$ cat src/rtl/muldiv_pkg.sv
// muldiv_pkg: shared types and constants for the RV32M multiply/divide unit.
// Operation encodings follow funct3 directly.
package muldiv_pkg;

   localparam int MD_XLEN = 32;
   localparam int MD_ITER = 32;

   typedef enum logic [2:0] {
      OP_MUL    = 3'b000,
      OP_MULH   = 3'b001,
      OP_MULHSU = 3'b010,
      OP_MULHU  = 3'b011,
      OP_DIV    = 3'b100,
      OP_DIVU   = 3'b101,
      OP_REM    = 3'b110,
      OP_REMU   = 3'b111
   } md_op_t;

   typedef enum logic [1:0] {
      S_IDLE,
      S_BUSY,
      S_DONE
   } md_state_t;

   function automatic logic is_div(input md_op_t op);
      return op[2];
   endfunction

endpackage

$ cat src/rtl/muldiv_unit.sv
// muldiv_unit: iterative RV32M multiply (shift-add) / divide (restoring).
// Define MULDIV_FAST_MUL_EN for single-cycle combinational multiply.
module muldiv_unit
   import muldiv_pkg::*;
#(
   parameter int XLEN = 32
) (
   input  logic            clk,
   input  logic            rst,
   input  logic            md_start,
   input  logic [2:0]      md_op,
   input  logic [XLEN-1:0] md_op1,
   input  logic [XLEN-1:0] md_op2,
   input  logic            md_flush,
   output logic            md_busy,
   output logic            md_done,
   output logic [XLEN-1:0] md_result
);

   md_state_t       r_state;
   md_op_t          r_op;
   logic            r_neg;
   logic [4:0]      r_cnt;
   logic [XLEN-1:0] r_hi;
   logic [XLEN-1:0] r_lo;
   logic [XLEN-1:0] r_b;
   logic            r_busy;
   logic            r_done;
   logic [XLEN-1:0] r_result;

   md_op_t          w_op;
   logic            w_sg1, w_sg2, w_s1, w_s2, w_neg;
   logic [XLEN-1:0] w_mag1, w_mag2;
   logic            w_spec;
   logic [XLEN-1:0] w_spec_res;
   logic            w_div;
   logic [XLEN:0]   w_remsh, w_a, w_b, w_sum;
   logic [XLEN-1:0] w_hi_nx, w_lo_nx, w_res;
   logic [2*XLEN-1:0] w_prod, w_prod_n;

   assign w_op = md_op_t'(md_op);

`ifdef MULDIV_FAST_MUL_EN
   logic signed [2*XLEN-1:0] w_fast;
   assign w_fast = (2*XLEN)'($signed({w_s1, md_op1}) * $signed({w_s2, md_op2}));
`endif

   always_comb begin
      w_sg1 = !(w_op == OP_MULHU || w_op == OP_DIVU || w_op == OP_REMU);
      w_sg2 = (w_op == OP_MUL || w_op == OP_MULH ||
               w_op == OP_DIV || w_op == OP_REM);
      w_s1 = w_sg1 & md_op1[XLEN-1];
      w_s2 = w_sg2 & md_op2[XLEN-1];
      w_mag1 = w_s1 ? -md_op1 : md_op1;
      w_mag2 = w_s2 ? -md_op2 : md_op2;
      // Remainder takes the dividend's sign; everything else XORs
      w_neg = (w_op == OP_REM || w_op == OP_REMU) ? w_s1 : (w_s1 ^ w_s2);
      w_spec = 1'b0;
      w_spec_res = '0;
      if (is_div(w_op) && md_op2 == '0) begin
         w_spec = 1'b1;
         w_spec_res = w_op[1] ? md_op1 : '1;
      end else if ((w_op == OP_DIV || w_op == OP_REM) &&
                   md_op1 == {1'b1, {(XLEN-1){1'b0}}} && md_op2 == '1) begin
         w_spec = 1'b1;
         w_spec_res = w_op[1] ? '0 : md_op1;
      end
`ifdef MULDIV_FAST_MUL_EN
      else if (!is_div(w_op)) begin
         w_spec = 1'b1;
         w_spec_res = (w_op == OP_MUL) ? w_fast[XLEN-1:0]
                                       : w_fast[2*XLEN-1:XLEN];
      end
`endif
   end

   // Shared adder: add multiplicand for multiply, subtract divisor for divide
   always_comb begin
      w_div = is_div(r_op);
      w_remsh = {r_hi, r_lo[XLEN-1]};
      w_a = w_div ? w_remsh : {1'b0, r_hi};
      w_b = (w_div | r_lo[0]) ? {1'b0, r_b} : '0;
      w_sum = w_div ? (w_a - w_b) : (w_a + w_b);
      if (w_div) begin
         w_hi_nx = w_sum[XLEN] ? w_remsh[XLEN-1:0] : w_sum[XLEN-1:0];
         w_lo_nx = {r_lo[XLEN-2:0], !w_sum[XLEN]};
      end else begin
         w_hi_nx = w_sum[XLEN:1];
         w_lo_nx = {w_sum[0], r_lo[XLEN-1:1]};
      end
      w_prod = {w_hi_nx, w_lo_nx};
      w_prod_n = r_neg ? -w_prod : w_prod;
      unique case (r_op)
         OP_MUL:                      w_res = w_prod_n[XLEN-1:0];
         OP_MULH, OP_MULHSU, OP_MULHU: w_res = w_prod_n[2*XLEN-1:XLEN];
         OP_DIV, OP_DIVU:             w_res = r_neg ? -w_lo_nx : w_lo_nx;
         default:                     w_res = r_neg ? -w_hi_nx : w_hi_nx;
      endcase
   end

   always_ff @(posedge clk or posedge rst) begin
      if (rst) begin
         r_state  <= S_IDLE;
         r_op     <= OP_MUL;
         r_neg    <= 1'b0;
         r_cnt    <= '0;
         r_hi     <= '0;
         r_lo     <= '0;
         r_b      <= '0;
         r_busy   <= 1'b0;
         r_done   <= 1'b0;
         r_result <= '0;
      end else begin
         unique case (r_state)
            S_IDLE: begin
               r_done <= 1'b0;
               if (md_start && !md_flush) begin
                  r_op   <= w_op;
                  r_neg  <= w_neg;
                  r_cnt  <= '0;
                  r_hi   <= '0;
                  r_busy <= 1'b1;
                  r_lo   <= is_div(w_op) ? w_mag1 : w_mag2;
                  r_b    <= is_div(w_op) ? w_mag2 : w_mag1;
                  if (w_spec) begin
                     r_state  <= S_DONE;
                     r_done   <= 1'b1;
                     r_result <= w_spec_res;
                  end else begin
                     r_state <= S_BUSY;
                  end
               end
            end
            S_BUSY: begin
               if (md_flush) begin
                  r_state <= S_IDLE;
                  r_busy  <= 1'b0;
               end else begin
                  r_hi  <= w_hi_nx;
                  r_lo  <= w_lo_nx;
                  r_cnt <= r_cnt + 5'd1;
                  if (r_cnt == 5'(MD_ITER - 1)) begin
                     r_state  <= S_DONE;
                     r_done   <= 1'b1;
                     r_result <= w_res;
                  end
               end
            end
            S_DONE: begin
               r_state <= S_IDLE;
               r_busy  <= 1'b0;
               r_done  <= 1'b0;
            end
            default: begin
               r_state <= S_IDLE;
               r_busy  <= 1'b0;
               r_done  <= 1'b0;
            end
         endcase
      end
   end

   assign md_busy   = r_busy;
   assign md_done   = r_done;
   assign md_result = r_result;

endmodule
$ cat config.mk
export PLATFORM = sky130hd
export DESIGN_NAME = muldiv_unit
export DESIGN_NICKNAME = d
export VERILOG_FILES = /design/src/rtl/muldiv_pkg.sv /design/src/rtl/muldiv_unit.sv
export SDC_FILE = /design/constraint.sdc
export NUM_CORES = 1
export LEC_CHECK = 0
export ABC_CLOCK_PERIOD_IN_PS = 13200
export CAP_MARGIN = 30
export CORE_AREA = 10 10 211 213
export CTS_CLUSTER_SIZE = 40
export DETAILED_ROUTE_END_ITERATION = 7
export DIE_AREA = 0 0 221 223
export GPL_TIMING_DRIVEN = 0
export HOLD_SLACK_MARGIN = 0.12
export SETUP_SLACK_MARGIN = 0.2
export SYNTH_ARGS = -nofsm -noshare
export SYNTH_HDL_FRONTEND = slang
export SYNTH_SLANG_ARGS = --single-unit
$ cat constraint.sdc
create_clock -name clk -period 13.2 [get_ports clk]
set_input_delay 2.64 -clock clk [delete_from_list [all_inputs] [get_ports clk]]
set_output_delay 2.64 -clock clk [all_outputs]
set_load 0.02 [all_outputs]
==> Yosys cells after proc, flatten, opt, wreduce, memory -nomap -nowiden <==
Cells that the tools add are included.
Widths: inputs -> output; s select.
{ "totals": {"output_inout_bits": 34, "in_bits": 71, "word_cells": 118, "regBits": 141} }
{ "op_classes": {"n_mux": 48, "n_addsub": 8, "n_reduce_logical": 27, "eq_ne": 21, "bitwise_logic": 4} }
{ "op_table": {"columns": ["operator", "count"], "rows": [
  ["$mux 32", 22],
  ["$pmux 32 s2", 3],
  ["$neg 32->32", 4],
  ["$pmux 32 s3", 1],
  ["$mux 33", 2],
  ["$eq 32x32->1 const B", 2],
  ["$mux 64", 1],
  ["$neg 64->64", 1],
  ["$add 33x32->33", 1],
  ["$sub 33x32->33", 1],
  ["$logic_not 32->1", 1],
  ["$eq 3x3->1 const B", 6],
  ["$mux 5", 2],
  ["$ne 2x2->1 const B", 5],
  ["$pmux 5 s2", 1],
  ["$eq 3x2->1 const B", 3],
  ["$mux 1", 9],
  ["$mux 2", 4],
  ["$reduce_and 2->1", 4],
  ["$logic_or 1x1->1", 7],
  ["$eq 3x1->1 const B", 2],
  ["$logic_not 3->1", 2],
  ["$add 5x1->5 const B", 1],
  ["$eq 5x5->1 const B", 1],
  ["other kinds (15)", 22]
]} }

==> Logic depth before layout (Yosys ltp) <==
{ "depth": {"ltp_word": 12, "ltp_mapped": 42} }

==> Least setup slack after synthesis <==
Ideal clock, no wire load.
{ "synth_path": {"kind": "register -> register", "startpoint": "reg r_op[2]", "endpoint": "reg r_result[28] (netlist: md_result[28])", "synth_period_minus_slack_ps": 9878, "path_stages_with_launch": 42, "setup_ps": 124, "path_slack_ps": 3322, "path_buffers": 13, "arrival_ps": 9754, "cell_sequence": "dfrtp_1 buf_2 buf_2 buf_2 buf_1 clkbuf_1 buf_1 clkbuf_1 buf_1 clkbuf_1 buf_2 buf_1 o21ai_0 ha_1 clkbuf_1 o21ai_0 a21oi_1 nand2_1 (+6 left out) a2111oi_4 o21ai_2 nand3_1 o21ai_0 inv_1 ha_1 o221ai_1 nor4_1 o21ai_1 or2_2 or2_2 nor2_1 nor4b_1 nand4_1 nor2_1 mux2i_1 a221oi_1 a211o_1"} }
{ "synth_via": {"elab_chain_len": 12, "word_cells_on_any_way": 28, "cone_classes": "add/sub: 5; eq/ne: 5; mux: 13; bitwise: 1; reduce/logical: 4"} }
{ "synth_lines": {"columns": ["item", "line_no", "rtl"], "rows": [
  ["start, declared", "muldiv_unit.sv:21", "md_op_t r_op;"],
  ["start signal, assigned", "muldiv_unit.sv:118", "r_op <= w_op;"],
  ["$or 1x1->1", "muldiv_unit.sv:82", "w_b = (w_div | r_lo[0]) ? {1'b0, r_b} : '0;"],
  ["$mux 32", "muldiv_unit.sv:82", null],
  ["$add 33x32->33 / $sub 33x32->33 (equally long branches)", "muldiv_unit.sv:83", "w_sum = w_div ? (w_a - w_b) : (w_a + w_b);"],
  ["$mux 33", "muldiv_unit.sv:83", null],
  ["$mux 32 / $logic_not 1->1 (equally long branches)", "muldiv_unit.sv:85, muldiv_unit.sv:86", null],
  ["$mux 32", "muldiv_unit.sv:84", "if (w_div) begin"],
  ["$neg 64->64, or another cell as far along", "muldiv_unit.sv:92", "w_prod_n = r_neg ? -w_prod : w_prod;"],
  ["$mux 64, or another cell as far along", "muldiv_unit.sv:92", null],
  ["$pmux 32 s3 *", "muldiv_unit.sv:93", "unique case (r_op)"],
  ["$mux 32 *", "muldiv_unit.sv:142", "if (r_cnt == 5'(MD_ITER - 1)) begin"],
  ["$mux 32 *", "muldiv_unit.sv:135", "if (md_flush) begin"],
  ["$pmux 32 s2 *", "muldiv_unit.sv:114", "unique case (r_state)"],
  ["end signal, assigned", "muldiv_unit.sv:128", "r_result <= w_spec_res;"],
  ["end signal, assigned", "muldiv_unit.sv:145", "r_result <= w_res;"],
  ["end, declared", "muldiv_unit.sv:29", "logic [XLEN-1:0] r_result;"]
]} }
Mark *: on every way between the ends. The rest lies on a longest branch, timed or not. The select of a mux whose other input is x is not followed.
A chain may end at the register's enable or synchronous reset.

==> Worst setup path in the final report <==
Same ends and word-level chain as after synthesis.

==> metrics <==
result of the run finished, final reports clean; TritonCTS clock tree yes; depth of the worst register-to-register path about 40; #FFs+latches synth 141; cts repair resizes 8; vias in the first global route ~17k; WHS Path Cells 2; fraction of layout instances using a drive strength above 1 0.0638; crit-path leading delay family buffers and inverters; PortBufs 104; number of vias after detailed routing 18.8k; clock-pin slew on the worst setup and hold paths about 70 ps; Post-Syn Area between 15000 and 20000 um2; register-to-register setup slack 470 ps; worst path setup slack after routing 467 ps; die width roughly 220 um; number of synthesis warnings 0; DRC Markers 0; cell types occupying the most area after synthesis sky130_fd_sc_hd__dfrtp_1, sky130_fd_sc_hd__a21oi_1, sky130_fd_sc_hd__nand2_1; skew final 13.1 ps; number of antenna violations at the first check in global routing 1; ratio of final minimum period to clock period 0.965; via density per instance 6.44; number of standard-cell rows in the floorplan 74; # IOs 105; synthesized instance count 2239; count of final setup violators 0; area added between synthesis and finish 14.7%; half-perimeter wire length after placement between 60 and 70 mm; startpoint class of the critical path flop; number of nets in the finished design roughly 2.5k; clk_lat worst skew approximately 460 ps; minimum period implied by the final worst setup slack 12730 ps; Inserted Clock Buffers 17; number of fill cells in the layout 4261; Initial Util 0.394; Syn Nets 2352; buffer depth of the longest clock path 2; number of unique standard cell types used by synthesis 95; required time of the critical path 13600 ps; power consumption 5.26 mW; Reg2Reg Capture Point md_result[28]$_DFFE_PP0P_; largest net degree at the start of global routing 84; iteration count of the initial detailed-routing pass 6; critical path's slowest cell sky130_fd_sc_hd__a2111oi_4; arrival time worst endpoint 13130 ps; critical-path maximum fanout 10; number of synthesized flops with an enable pin 0; Setup WS pre-CTS -1210 ps; Post-CTS Hold Fix Bufs 0; full die area 49300 um2; Sink Count 141; overall routing resource usage 0.295; Worst Hold End r_cnt[4]$_DFFE_PP0P_; Most common cell on crit path sky130_fd_sc_hd__buf_2; VDD IR-drop max 0.000112 V; kind of end point of the critical path flop; Synth Area per Inst 7.11 um2; final hold violation count 0; dominant synthesized flop cell sky130_fd_sc_hd__dfrtp_1; total power per unit cell area approximately 290 nW/um2; critical path class reg2reg; number of pins exceeding their max-slew limit in the final report 0; launch instance of the worst register-to-register path r_op[2]$_DFFE_PP0P_; beginning of the worst hold path r_cnt[4]$_DFFE_PP0P_; Maximum Capacitance Violations 0; Worst Max-Slew Pin Slew 1080 ps; sequential area share after synthesis 0.222; total routed wirelength 76.2 mm; peak per-stage delay on the critical path 600 ps; drt wl/cell between 20 and 30 um; area share of the leading cell type in the synthesized netlist 0.222; Worst Path Buf+Inv 13; Rel. slew slack 0.276; wire length of the first global-routing pass 113 mm; height of the chip around 220 um; worst hold path class reg2reg; sum of negative setup slack 0 ps; placer congestion estimate 1.03; timing-limited maximum frequency 0.0785 GHz; CORE AREA approximately 40000 um2; diode insertion count for antenna repair 0; CTS root buffer sky130_fd_sc_hd__clkbuf_16; unrepaired setup endpoints after global routing no; post-synthesis async set-or-reset flop share 1.00; grt ovf 0; number of levels in the clock H-tree 4; number of antenna-violating nets in the routed design 0; leading area contributor after synthesis sky130_fd_sc_hd__dfrtp_1; violation count after the first detailed-route iteration 2693; leakage power figure just under 7 nW; Post-CTS Setup Inserts 0
[sequential cells by signal, summed over array words and instances, names as in the netlist, 2 cells and up]
name / cells
md_result: 32
r_b: 32
r_hi: 32
r_lo: 32
r_cnt: 5
r_op: 3
r_state: 2
[power by group]
part,leakage (nW),switching (mW),internal (mW)
sequential,1.76,0.188,0.575
combinational,4.91,2.72,1.31
clock,0.277,0.210,0.250
total,6.94,3.12,2.14
[cell usage after synthesis (7+ instances only)]
cell and instances:
sky130_fd_sc_hd__nand4_1 26, sky130_fd_sc_hd__o22ai_1 15, sky130_fd_sc_hd__xor2_1 66, sky130_fd_sc_hd__a221oi_1 12, sky130_fd_sc_hd__mux2i_1 41, sky130_fd_sc_hd__a211oi_1 30, sky130_fd_sc_hd__o31ai_1 26, sky130_fd_sc_hd__nand3_1 45
sky130_fd_sc_hd__nand2_1 264, sky130_fd_sc_hd__nor3b_1 10, sky130_fd_sc_hd__dfrtp_1 141, sky130_fd_sc_hd__o41ai_1 8, sky130_fd_sc_hd__nor3_1 79, sky130_fd_sc_hd__and3_1 12, sky130_fd_sc_hd__inv_1 42, sky130_fd_sc_hd__or3_1 20
sky130_fd_sc_hd__a22o_1 20, sky130_fd_sc_hd__ha_1 41, sky130_fd_sc_hd__a2111oi_0 9, sky130_fd_sc_hd__o21ai_0 198, sky130_fd_sc_hd__xnor2_1 86, sky130_fd_sc_hd__nor2b_1 9, sky130_fd_sc_hd__o221ai_1 11, sky130_fd_sc_hd__o21ai_1 15
sky130_fd_sc_hd__or4_1 7, sky130_fd_sc_hd__buf_2 13, sky130_fd_sc_hd__a21o_1 28, sky130_fd_sc_hd__buf_1 20, sky130_fd_sc_hd__nor2_1 253, sky130_fd_sc_hd__clkbuf_1 114, sky130_fd_sc_hd__nor4_1 26, sky130_fd_sc_hd__a21oi_1 256
sky130_fd_sc_hd__o211ai_1 19, sky130_fd_sc_hd__mux2_2 35, sky130_fd_sc_hd__o21a_1 15, sky130_fd_sc_hd__nand2b_1 25, sky130_fd_sc_hd__and2_1 23, sky130_fd_sc_hd__or2_2 15, sky130_fd_sc_hd__a31oi_1 40
[worst max path at each step]
| stage | from | end | slack (ps) | depth (start not counted) |
|---|---|---|---|---|
| 5_1_grt | r_op[2]$_DFFE_PP0P_ | md_result[28]$_DFFE_PP0P_ | 190 | 41 |
| 3_5_place_dp | r_op[2]$_DFFE_PP0P_ | md_result[28]$_DFFE_PP0P_ | -1210 | 41 |
| 3_3_place_gp | r_op[2]$_DFFE_PP0P_ | md_result[28]$_DFFE_PP0P_ | -1140 | 41 |
| 6_report | r_op[2]$_DFFE_PP0P_ | md_result[28]$_DFFE_PP0P_ | 470 | 41 |
| 2_1_floorplan | r_op[2]$_DFFE_PP0P_ | md_result[28]$_DFFE_PP0P_ | 3320 | 41 |
| 4_1_cts | r_op[2]$_DFFE_PP0P_ | md_result[28]$_DFFE_PP0P_ | 300 | 41 |
[per-stage QoR]
step            util  instance area [um2]  cells  hold WS [ps]
6_report       0.453                18300   2913           483
5_1_grt        0.453                18300   2913           519
4_1_cts        0.452                18300   2913           486
3_5_place_dp   0.439                17700   2881           471
3_3_place_gp   0.437                17600   2875           461
2_1_floorplan      -                15900   2239           445
[kinds of logic after synthesis]
kind of cell | after synthesis | share of synthesized area
compound gates | 785 | 0.312
simple gates | 850 | 0.251
xor+xnor | 152 | 0.0836
buf+inv | 193 | 0.0479
fa+ha+maj | 42 | 0.0335
mux | 76 | 0.0505
flops | 141 | 0.222
[final cells by class]
| cell class | count | area (um2) | area share |
|---|---|---|---|
| multi-input combinational | 1905 | 11600 | 0.637 |
| sequential | 141 | 3530 | 0.193 |
| timing repair buffer | 110 | 1110 | 0.0607 |
| tap | 532 | 666 | 0.0364 |
| buffer | 151 | 614 | 0.0336 |
| clock buffer | 19 | 453 | 0.0248 |
| inverter | 42 | 163 | 0.00890 |
| clock inverter | 13 | 91.3 | 0.00500 |
[worst min-delay path, stage by stage (launching register included)]
cell and delay, ps:
sky130_fd_sc_hd__dfrtp_1 350, sky130_fd_sc_hd__nand2_1 50, sky130_fd_sc_hd__nand2_1 50
[routing by layer]
| metal | vias up | routed length [um] | GRT usage |
|---|---|---|---|
| met1 | 8941 | 31400 | 0.381 |
| li1 | 8477 | - | - |
| met4 | 2 | 3620 | 0.129 |
| met5 | - | 11 | 0 |
| met2 | 1122 | 33700 | 0.464 |
| met3 | 222 | 7380 | 0.0652 |
[placed cells by master, fill, tap and decap left out, types with 44 or more instances in the layout]
cell / instances
sky130_fd_sc_hd__nand3_1: 44
sky130_fd_sc_hd__nor2_1: 252
sky130_fd_sc_hd__clkbuf_1: 111
sky130_fd_sc_hd__clkdlybuf4s50_1: 104
sky130_fd_sc_hd__xnor2_1: 86
sky130_fd_sc_hd__nor3_1: 79
sky130_fd_sc_hd__a21oi_1: 256
sky130_fd_sc_hd__xor2_1: 66
sky130_fd_sc_hd__dfrtp_1: 141
sky130_fd_sc_hd__nand2_1: 264
sky130_fd_sc_hd__o21ai_0: 197
No activity file was read; power rests on OpenSTA's default activity.
